==> src/rtl/ps2_rx_decoder.sv <==
// PS/2 receive front end: conditions the raw clock/data lines, deframes 11-bit frames and folds E0/F0 prefixes into ps2_key events.
// Optional build macro PS2_PAUSE_FILTER_EN collapses the 8-byte Pause sequence into a single 0x77 extended press.
module ps2_rx_decoder #(
  parameter int FILTER_LEN     = 8,
  parameter int TIMEOUT_CYCLES = 50000
) (
  input  logic        clk_sys,
  input  logic        reset_n,
  input  logic        ps2_clk_in,
  input  logic        ps2_data_in,
  output logic [10:0] ps2_key,
  output logic [7:0]  rx_byte,
  output logic        rx_strobe,
  output logic        frame_err
);

  // state  | meaning
  // IDLE   | waiting for a start bit (data=0 on a clock falling edge)
  // DATA   | shifting in 8 data bits, LSB first
  // PARITY | capturing the parity bit
  // STOP   | checking stop bit and odd parity, then back to IDLE
  typedef enum logic [1:0] {S_IDLE, S_DATA, S_PARITY, S_STOP} state_t;

  localparam int FW = $clog2(FILTER_LEN + 1);
  localparam int TW = $clog2(TIMEOUT_CYCLES + 1);

  logic          clk_s1, clk_s2, dat_s1, dat_s2;
  logic          filt_clk, sample_en;
  logic [FW-1:0] filt_cnt;
  logic [TW-1:0] tmo_cnt;
  logic          tmo_hit;
  state_t        state, state_nxt;
  logic [7:0]    shift_reg;
  logic [2:0]    bitcnt;
  logic          par_bit;
  logic          frame_ok, frame_bad;
  logic          ext, brk;
`ifdef PS2_PAUSE_FILTER_EN
  logic          swal;
  logic [2:0]    swal_cnt;
`endif

  always_ff @(posedge clk_sys or negedge reset_n) begin
    if (!reset_n) begin
      clk_s1 <= 1'b1;
      clk_s2 <= 1'b1;
      dat_s1 <= 1'b1;
      dat_s2 <= 1'b1;
    end else begin
      clk_s1 <= ps2_clk_in;
      clk_s2 <= clk_s1;
      dat_s1 <= ps2_data_in;
      dat_s2 <= dat_s1;
    end
  end

  // filt_cnt runs down while the synchronized clock disagrees with filt_clk; any agreement reloads it
  always_ff @(posedge clk_sys or negedge reset_n) begin
    if (!reset_n) begin
      filt_clk  <= 1'b1;
      filt_cnt  <= FW'(FILTER_LEN - 1);
      sample_en <= 1'b0;
    end else begin
      sample_en <= 1'b0;
      if (clk_s2 == filt_clk) begin
        filt_cnt <= FW'(FILTER_LEN - 1);
      end else if (filt_cnt == '0) begin
        filt_clk  <= clk_s2;
        filt_cnt  <= FW'(FILTER_LEN - 1);
        sample_en <= ~clk_s2;
      end else begin
        filt_cnt <= filt_cnt - 1'b1;
      end
    end
  end

  assign tmo_hit = (state != S_IDLE) && !sample_en && (tmo_cnt == TW'(TIMEOUT_CYCLES - 1));

  always_ff @(posedge clk_sys or negedge reset_n) begin
    if (!reset_n)                         tmo_cnt <= '0;
    else if (state == S_IDLE || sample_en) tmo_cnt <= '0;
    else if (!tmo_hit)                     tmo_cnt <= tmo_cnt + 1'b1;
  end

  always_ff @(posedge clk_sys or negedge reset_n) begin
    if (!reset_n) state <= S_IDLE;
    else          state <= state_nxt;
  end

  always_comb begin
    state_nxt = state;
    if (tmo_hit) begin
      state_nxt = S_IDLE;
    end else if (sample_en) begin
      case (state)
        S_IDLE:   if (!dat_s2) state_nxt = S_DATA;
        S_DATA:   if (bitcnt == 3'd7) state_nxt = S_PARITY;
        S_PARITY: state_nxt = S_STOP;
        default:  state_nxt = S_IDLE;
      endcase
    end
  end

  always_comb begin
    frame_ok  = 1'b0;
    frame_bad = tmo_hit;
    if (state == S_STOP && sample_en) begin
      frame_ok  = dat_s2 && (^{shift_reg, par_bit});
      frame_bad = !frame_ok;
    end
  end

  always_ff @(posedge clk_sys or negedge reset_n) begin
    if (!reset_n) begin
      shift_reg <= '0;
      bitcnt    <= '0;
      par_bit   <= 1'b0;
      rx_byte   <= '0;
      rx_strobe <= 1'b0;
      frame_err <= 1'b0;
    end else begin
      rx_strobe <= frame_ok;
      frame_err <= frame_bad;
      if (frame_ok) rx_byte <= shift_reg;
      if (sample_en) begin
        case (state)
          S_IDLE:   bitcnt <= '0;
          S_DATA: begin
            shift_reg <= {dat_s2, shift_reg[7:1]};
            bitcnt    <= bitcnt + 3'd1;
          end
          S_PARITY: par_bit <= dat_s2;
          default: ;
        endcase
      end
    end
  end

  always_ff @(posedge clk_sys or negedge reset_n) begin
    if (!reset_n) begin
      ps2_key  <= '0;
      ext      <= 1'b0;
      brk      <= 1'b0;
`ifdef PS2_PAUSE_FILTER_EN
      swal     <= 1'b0;
      swal_cnt <= '0;
`endif
    end else if (frame_bad) begin
      ext <= 1'b0;
      brk <= 1'b0;
`ifdef PS2_PAUSE_FILTER_EN
      swal <= 1'b0;
`endif
    end else if (rx_strobe) begin
`ifdef PS2_PAUSE_FILTER_EN
      // Pause: swallow the 7 bytes after E1 and report one extended 0x77 press
      if (swal) begin
        swal_cnt <= swal_cnt - 3'd1;
        if (swal_cnt == 3'd1) begin
          ps2_key <= {~ps2_key[10], 1'b1, 1'b1, 8'h77};
          swal    <= 1'b0;
          ext     <= 1'b0;
          brk     <= 1'b0;
        end
      end else if (rx_byte == 8'hE1 && !ext) begin
        swal     <= 1'b1;
        swal_cnt <= 3'd7;
      end else
`endif
      begin
        case (rx_byte)
          8'hE0: ext <= 1'b1;
          8'hF0: brk <= 1'b1;
          8'hAA, 8'hFA, 8'hEE, 8'hFE, 8'h00, 8'hFF: ;
          default: begin
            ps2_key <= {~ps2_key[10], ~brk, ext, rx_byte};
            ext     <= 1'b0;
            brk     <= 1'b0;
          end
        endcase
      end
    end
  end

endmodule
==> config.mk <==
export PLATFORM = sky130hd
export DESIGN_NAME = ps2_rx_decoder
export DESIGN_NICKNAME = d
export VERILOG_FILES = /design/src/rtl/ps2_rx_decoder.sv
export SDC_FILE = /design/constraint.sdc
export NUM_CORES = 1
export LEC_CHECK = 0
export BUFFER_PORTS_ARGS = -buffer_cell sky130_fd_sc_hd__buf_4
export CORE_MARGIN = 5
export CORE_UTILIZATION = 45
export CTS_BUF_LIST = sky130_fd_sc_hd__clkbuf_2 sky130_fd_sc_hd__clkbuf_4 sky130_fd_sc_hd__clkbuf_8
export CTS_CLUSTER_DIAMETER = 120
export DETAILED_ROUTE_END_ITERATION = 6
export SETUP_SLACK_MARGIN = 0.5
export SLEW_MARGIN = 40
export SYNTH_ARGS = -nofsm -noshare
export SYNTH_HDL_FRONTEND = slang
export SYNTH_SLANG_ARGS = --single-unit
==> constraint.sdc <==
create_clock -name clk_sys -period 3 [get_ports clk_sys]
set_input_delay 0.6 -clock clk_sys [delete_from_list [all_inputs] [get_ports clk_sys]]
set_output_delay 0.6 -clock clk_sys [all_outputs]
set_load 0.005 [all_outputs]
# Word level (Yosys, flattened, before mapping)

Cells that the tools add are included.

$add $sub $neg: 3
Equal/unequal tests: 18
Mux-type cells: 20
Bitwise operators: 6
Reduce and logical (&&, ||, !) cells: 26

Operator list:

| cell                                                  | count |
|---|---|
| equality test 8 bit, second input constant            | 7 |
| 2-to-1 mux 16 bit                                     | 2 |
| adder 16 x 1 -> 16 bit, second input constant         | 1 |
| equality test 16 bit, second input constant           | 1 |
| OR reduction 7 bit                                    | 2 |
| AND reduction 2 bit                                   | 6 |
| parity 9 bit                                          | 1 |
| zero test 8 bit                                       | 1 |
| 2-to-1 mux 1 bit                                      | 8 |
| 2-to-1 mux 2 bit                                      | 4 |
| 2-to-1 mux 4 bit                                      | 2 |
| nonzero test 2 bit                                    | 4 |
| OR reduction 8 bit                                    | 1 |
| inequality test 2 x 1 -> 1 bit, second input constant | 3 |
| inequality test 3 bit, second input constant          | 2 |
| inverter 1 bit                                        | 6 |
| case mux 2 bit (3 select lines)                       | 1 |
| case mux 3 bit (2 select lines)                       | 1 |
| AND reduction 3 bit                                   | 2 |
| equality test 2 bit, second input constant            | 2 |
| logical AND 1 bit                                     | 4 |
| zero test 4 bit                                       | 1 |
| case mux 1 bit (2 select lines)                       | 2 |
| subtractor 4 x 1 -> 4 bit, second input constant      | 1 |
| other kinds (7)                                       | 8 |

Register bits after elaboration: 63
Bits of input ports: 4
Output and inout bits: 21
Logic and storage cells: 91

# Depth between registers and ports, before layout

Gate-level depths: netlist of run 1.

Depth in word-level cells: 6
Gate-level depth with buffers: 8
Gate-level depth less buffers: 7

# Least setup slack after synthesis of run 1

OpenSTA, ideal clock, no wires.

Path kind: flip-flop to flip-flop
From: register tmo_cnt[4]
To: register ps2_key[0]
Setup time: 0.125 ns
Data arrival time: 2.130 ns
Data required time: 2.875 ns
Setup slack: 0.745 ns
Stages on the path, launching flop included: 7
Path buffers: 0
Period minus slack after synthesis: 2.255 ns
Cell sequence: dfrtp_1 > or4_1 > or4_4 > nor3_4 > o21bai_4 > nor2_4 > mux2_4

Cells in the longest elaborated chain, start to end: 5

Ends and longest elaborated chain:

| what                                 | line | text |
|---|---|---|
| from (decl)                          | 30   | `logic [TW-1:0] tmo_cnt;` |
| from (signal assigned)               | 82   | `else if (!tmo_hit) tmo_cnt <= tmo_cnt + 1'b1;` |
| equality test 16 bit                 | 77   | `assign tmo_hit = (state != S_IDLE) && !sample_en && (tmo_cnt == TW'(TIMEOUT_CYCLES - 1));` |
| logical AND 1 bit                    | 77   |  |
| 2-to-1 mux 1 bit                     | 107  | `if (state == S_STOP && sample_en) begin` |
| via frame_bad                        | 36   | `logic frame_ok, frame_bad;` |
| inverter 1 bit (no source line)      | n/a  |  |
| AND reduction 3 bit (no source line) | n/a  |  |
| to (signal assigned)                 | 176  | `ps2_key <= {~ps2_key[10], ~brk, ext, rx_byte};` |
| to (decl)                            | 11   | `output logic [10:0] ps2_key,` |

The timed path passes the listed nets, and every way through them passes these cells.
A chain may end at the register's enable or synchronous reset.

# Final worst setup path of run 1

From: register tmo_cnt[4]
To: register ps2_key[1]

Same word-level chain as after synthesis.

==> results of run 1 <==
==> cells in the final DEF (no fill, tap or decap), types with 2 or more instances in the layout <==
| cell type | Yosys | routed |
|---|---|---|
| xnor3_1 | 2 | 2 |
| xor2_1 | 9 | 9 |
| or3_1 | 2 | 2 |
| ha_1 | 8 | 8 |
| clkbuf_4 | 0 | 2 |
| nand2b_1 | 3 | 3 |
| buf_4 | 0 | 23 |
| mux2_4 | 9 | 9 |
| mux2_2 | 18 | 18 |
| nor2_1 | 23 | 23 |
| o21ai_0 | 9 | 9 |
| clkinv_2 | 0 | 3 |
| mux2i_1 | 2 | 2 |
| a32o_1 | 2 | 2 |
| or4_1 | 2 | 2 |
| dfrtp_1 | 55 | 55 |
| inv_1 | 10 | 10 |
| dfstp_2 | 8 | 8 |
| clkbuf_8 | 0 | 10 |
| nor3b_1 | 4 | 4 |
| nand4_1 | 6 | 6 |
| a21oi_1 | 6 | 6 |
| nand3_1 | 5 | 5 |
| xnor2_1 | 10 | 10 |
| nor3_1 | 7 | 7 |
| nand2_1 | 18 | 18 |
==> cell usage after synthesis <==
library cell / number / share of area [%]
o31ai_1: 1 / 0.26
or3_1: 2 / 0.43
nor3b_1: 4 / 1.0
dfrtp_1: 55 / 48
o22ai_1: 1 / 0.22
xnor3_1: 2 / 1.6
nand3_1: 5 / 0.87
and2b_1: 1 / 0.26
mux2_2: 18 / 7.0
or3b_2: 1 / 0.30
nor2_4: 1 / 0.39
nor2_1: 23 / 3.0
nand4_1: 6 / 1.3
ha_1: 8 / 3.5
or4_1: 2 / 0.52
mux2_4: 9 / 4.7
nor3_1: 7 / 1.2
a21oi_1: 6 / 1.0
inv_1: 10 / 1.3
o21ai_0: 9 / 1.6
a32o_1: 2 / 0.69
o21bai_4: 1 / 0.65
xor2_1: 9 / 2.7
mux2i_1: 2 / 0.69
clkbuf_1: 3 / 0.39
nor4_1: 1 / 0.22
dfstp_2: 8 / 7.3
nand2b_1: 3 / 0.65
and3_1: 1 / 0.22
nor3_4: 1 / 0.56
or4_4: 1 / 0.39
nand4bb_1: 1 / 0.39
o21ai_2: 1 / 0.30
o21bai_1: 1 / 0.26
or2_2: 1 / 0.22
a21boi_0: 1 / 0.26
nand2_1: 18 / 2.3
nand3b_1: 1 / 0.26
and2_1: 1 / 0.22
xnor2_1: 10 / 3.0
nor2b_1: 1 / 0.22
==> critical path, stage by stage (launching register included) <==
cell and delay (ns):
dfrtp_1 0.43, or4_1 0.51, or4_4 0.54, nor3_4 0.16
o21bai_4 0.18, nor2_4 0.12, mux2_4 0.31
==> through the flow <==
step                cells  cell area [sq um]  setup WS [ns]  hold slack (ns)
global placement      337               3150          0.681            0.346
finish                353               3360          0.641            0.234
global route          353               3360          0.533            0.274
CTS                   353               3350          0.631            0.353
detailed placement    337               3150          0.642            0.347
floorplan             239               2890          0.745            0.304
==> layer usage <==
layer	global-route usage, %	wire, um	vias up
met5	0	0	-
met4	4.84	38	0
met3	6.26	231	4
met2	17.8	2140	31
met1	17.3	2370	880
li1	-	-	892
==> worst paths after layout <==
kind,end,cells past startpoint,start
max,ps2_key[1],6,tmo_cnt[4]
min,ps2_key[5],1,reset_n
max reg2reg,ps2_key[1],6,tmo_cnt[4]
min reg2reg,dat_s2,0,dat_s1
max in group asynchronous,tmo_cnt[8],1,reset_n
min in group clk_sys,dat_s2,0,dat_s1
==> layout make-up <==
class                           instances  area share (%)
Clock buffer                           12            4.55
Clock inverter                          4            1.34
Inverter                               10            1.12
Multi-Input combinational cell        163            37.4
Sequential cell                        63            47.3
Tap cell                               77            2.87
Timing Repair Buffer                   24            5.48
==> logic make-up after synthesis <==
| family | Yosys count | synth area share [%] |
|---|---|---|
| muxes | 29 | 12.4 |
| xor gates and xnor gates | 21 | 7.32 |
| DFF | 63 | 54.9 |
| adders and majority gates | 8 | 3.46 |
| AOI/OAI and AO/OA | 23 | 5.24 |
| buffers and inverters | 13 | 1.69 |
| and+or+nand+nor | 82 | 15.0 |
==> report_power, final <==
part	internal [W]	leakage, nW	switching (W)
registers	0.000929	0.842	0.0000562
logic	0.0000896	0.695	0.000157
clock network	0.000421	0.107	0.000298
total	0.00144	1.64	0.000511
==> results.md, run 1 <==
- Pins Over Slew Limit: 0
- Largest net degree at the start of global routing: 64
- Footprint of the multi-input gates: 1250 sq um
- Row cnt: 29
- # diodes: 0
- First DRT Iteration DRCs: 76
- Leak pwr: 1.64 nW
- Syn Area/Cell: ~12 sq um
- Critical path required time: 3.21 ns
- Maximum vdd drop: ~0.00033 V
- Synthesized netlist cell count: 239
- Worst path arrival time: 2.57 ns
- I/O Pins: 25
- Pwr dens: 581 nW/um^2
- Syn-to-layout area delta: 16.2%
- Clk_skew: 0.00212 ns
- Detailed placer's ending HPWL: 3250 um
- Hold Vio Cnt, Final: 0
- CTS resizes: 0
- Drt wl/cell: 13.5 um
- Design Power: 0.00195 W
- Drt total wl: 4780 um
- Fmax: 424 MHz
- Port-buffer cells: 24
- Distinct cell type count after synthesis: between 40 and 50
- Seq/Total Area, Yosys: 54.9%
- RSZ-0062 raised after global routing: no
- Drc violations: 0
- First-pass GRT wire length: 8380 um
- Initial Util: 45.8%
- Nets: 283
- Vias per cell: about 5.1
- Maxcap violations: 0
- Fillers: 571
- Mapped Area: approximately 2900 sq um
- # hold bufs at CTS: 0
- Overflow after GRT: 0
- Final setup TNS: 0 ns
- Hold Path Class: primary input to async pin
- Initial antenna violation count: 0
- Drt first pass iters: 4
- CP max FO: 10
- Die height: ~90 um
- # setup viols final: 0
- FF+latch count, synth: 63
- TritonCTS clock tree: yes
- H-tree depth: 3
- Reg-to-reg setup timing slack: 0.64 ns
- Min Tclk post-route: 2.36 ns
- Most flops, register: tmo_cnt
- Clock Tree Buf Depth: 2
- Critical Path Start Type: flip-flop
- Status: complete, no violations
- Gr usage total: between 10% and 20%
- Vias in the first global route: ~1700
- CP Class: flip-flop to flip-flop
- CTS sink cnt: 63
- Ys Warns: 0
- Routability cong.: 0.788
- Layout cells sized above 1: 29.7%
- Slew headroom: 62.5%
- Die area: approximately 8100 sq um
- Largest registers: tmo_cnt (16), ps2_key (11)
- DIE WIDTH: 90.1 um
- Root Driver: clkbuf_8
- Fin crit share: between 70% and 80%
- Core area: 6310 sq um
- CTS Buf Count: 9
- Worst Max-Slew Pin Slew: roughly 0.56 ns
- Final ANT Viol Nets: 0
- Crit path capture type: flip-flop
- Storage element area: between 1500 and 2000 sq um
- Syn_nets: between 200 and 300
- Vias post-DR: 1807
- Post-Route Utilization: around 53%
- Clock Pin Slew Worst Setup and Hold Paths: 0.06 ns
- Max reg flops: 16
- Post-CTS Setup Inserts: 0
- Worst-Skew Late Latency: 0.33 ns
(Power assumes the default switching activity.)
==> run 2: changes to the inputs <==
PLACE_DENSITY = 0.65   (was default)
clock period = 1.99 ns   (was 3 ns; I/O delays follow)
==> results.md, run 2 (synthesis gave the netlist of run 1 again) <==
- Status: finished with violations
- Violated checks: setup timing
- Root Driver: clkbuf_8
- Post-Route Utilization: 60.3% (+7.2 points)
- Port-buffer cells: 24 (unchanged)
- Psw: 0.000833 W (+63%)
- Placed Area: 3430 sq um (+8.7%)
- Final ANT Viol Nets: 0 (unchanged)
- Most frequent cells in the layout: buf_4 (57), dfrtp_1 (54), nor2_1 (22), nand2_1 (17), mux2_2 (14)
- Critical Path, Cell by Cell: or4_1 > or4_4 > buf_4 > o21ai_2 > buf_4 > nand2b_1 > xor2_1 > nor2_1
- # diodes: 0 (unchanged)
- Slowest CP cell: or4_1
- Crit path capture type: flip-flop
- Initial Util: 45.8% (unchanged)
- Max reg flops: 16 (unchanged)
- Int Pwr: 0.00232 W (+61%)
- Slew headroom: 63.0% (+0.50 points)
- Largest net degree at the start of global routing: 64 (unchanged)
- Worst-Skew Late Latency: 0.35 ns (+0.02 ns)
- Detailed placer's ending HPWL: 3640 um (+12%)
- Overflow after GRT: 0 (unchanged)
- Maximum vdd drop: 0.000520 V (+59%)
- CP Class: flip-flop to flip-flop
- CTS sink cnt: 63 (unchanged)
- # setup viols final: 26 (+26)
- Worst setup margin: -0.192 ns (-0.833 ns)
- Most flops, register: tmo_cnt
- Critical Path Start Type: flip-flop
- H-tree depth: 3 (unchanged)
- Sequential power share: 46.4% (-4.1 points)
- Clock Pin Slew Worst Setup and Hold Paths: 0.07 ns (about the same)
- Fin crit share: 110% (+31 points)
- CTS Buf Count: 9 (unchanged)
- Fmax: 458 MHz (+8.1%)
- Sw Share: 26.5% (+0.27 points)
- Worst path arrival time: 2.42 ns (-0.15 ns)
- Clock share of power: 37.1% (+0.3 points)
- Drt first pass iters: 4 (unchanged)
- Largest registers: tmo_cnt (16), ps2_key (11)
- Drt wl/cell: 13.8 um (+2.1%)
- RSZ-0062 raised after global routing: yes
- Clk_skew: 0.00908 ns (+0.00695 ns)
- Core area: 6310 sq um (unchanged)
- Syn-to-layout area delta: 31.8%
- Pwr dens: 827 nW/um^2 (+42%)
- Drc violations: 0 (unchanged)
- Pins Over Slew Limit: 0 (unchanged)
- Leak pwr: 1.87 nW (+14%)
- Gr usage total: 14.8% (+2.0 points)
- First-pass GRT wire length: 9540 um (+14%)
- Maxcap violations: 0 (unchanged)
- Row cnt: 29 (unchanged)
- Post-route cell area: 3810 sq um (+13%)
- Vias in the first global route: 2026 (+16%)
- Reg-to-reg setup timing slack: -0.19 ns (-0.83 ns)
- Layout cells sized above 1: 43.7% (+14 points)
- Clock Tree Buf Depth: 2 (unchanged)
- Hold Path Class: primary input to async pin
- DIE WIDTH: 90.1 um (unchanged)
- CP max FO: 4 (-6)
- Vias per cell: 5.03 (-1.8%)
- # hold bufs at CTS: 0 (unchanged)
- Critical path required time: 2.22 ns (-0.99 ns)
- Drt total wl: 5460 um (+14%)
- Vias post-DR: 1985 (+9.9%)
- First DRT Iteration DRCs: 37 (-51%)
- Initial antenna violation count: 0 (unchanged)
- Critical Path Max Stage Delay: 0.51 ns (-0.03 ns)
- Nets: 325 (+15%)
- Die height: 90.1 um (unchanged)
- Hold Vio Cnt, Final: 0 (unchanged)
- Commonest non-fill, non-tap cell in the layout: buf_4
- Routability cong.: 0.859 (+9.0%)
- Most frequent CP cell: buf_4
- Comb pwr share: 16.4% (+3.8 points)
- TritonCTS clock tree: yes
- I/O Pins: 25 (unchanged)
- Die area: 8120 sq um (unchanged)
- Min Tclk post-route: 2.18 ns (-0.177 ns)
- Worst Max-Slew Pin Slew: 0.555 ns (-0.00748 ns)
==> run 2: repair_timing <==
| action | in CTS | in global routing |
|---|---|---|
| cloned | 2 | 0 |
| setup buffers | 3 | 3 |
| gates resized for setup | 17 | 11 |
| setup endpoints to repair | 48 | 53 |
| pin swaps | 10 | 4 |
==> run 2: worst paths after layout <==
path,from,endpoint,depth (start not counted)
worst max-delay path,tmo_cnt[7],tmo_cnt[9],8
min in group clk_sys,ps2_clk_in,clk_s1,1
worst max register to register,tmo_cnt[7],tmo_cnt[9],8
max in group asynchronous,reset_n,rx_byte[7],1
worst min register to register,dat_s1,dat_s2,0
worst min-delay path,reset_n,shift_reg[0],1
==> run 2: per-layer routing <==
metal / part of all wire [%] / wire length [um] / vias up / global-route usage (%)
met1: 45 / 2480 / 962 / 18.5
met5: 0 / 0 / - / 0
met3: 4.1 / 226 / 13 / 4.09
met2: 48 / 2620 / 31 / 23.0
met4: 2.4 / 133 / 0 / 8.81
li1: - / - / 979 / -
==> run 2: area by class of cell <==
| cell class | instances | area, sq um |
|---|---|---|
| clock inverter | 3 | 40.0 |
| multi-input combinational | 165 | 1370 |
| sequential | 63 | 1590 |
| fill | 529 | 2500 |
| timing repair buffer | 64 | 507 |
| inverter | 10 | 37.5 |
| clock buffer | 13 | 173 |
| tap | 77 | 96.3 |
==> run 2: critical path: cells and delay by family, from the launching register on <==
| kind | cells | cell delay (ns) |
|---|---|---|
| flops | 1 | 0.37 |
| xor+xnor | 1 | 0.15 |
| compound gates | 1 | 0.12 |
| simple gates | 4 | 1.13 |
| buf+inv | 2 | 0.31 |
==> run 2: per-stage QoR <==
stage,worst slack (ns),TNS [ns],power (W),hold slack (ns),cells
2_1_floorplan,-0.193,-1.88,0.00179,0.102,239
4_1_cts,-0.178,-3.21,0.00318,0.139,392
5_1_grt,-0.295,-6.93,0.00334,0.0711,395
3_3_place_gp,-0.190,-2.52,0.00196,0.346,371
6_report,-0.192,-3.49,0.00315,0.0285,395
3_5_place_dp,-0.209,-2.91,0.00197,0.347,371
==> run 2: power by group through the flow <==
stage          Sequential (W)  Combinational (W)  Clock [W]
2_1_floorplan         0.00149           0.000300          0
3_3_place_gp          0.00148           0.000477          0
3_5_place_dp          0.00148           0.000494          0
4_1_cts               0.00146           0.000514    0.00121
5_1_grt               0.00148           0.000583    0.00128
6_report              0.00146           0.000518    0.00117
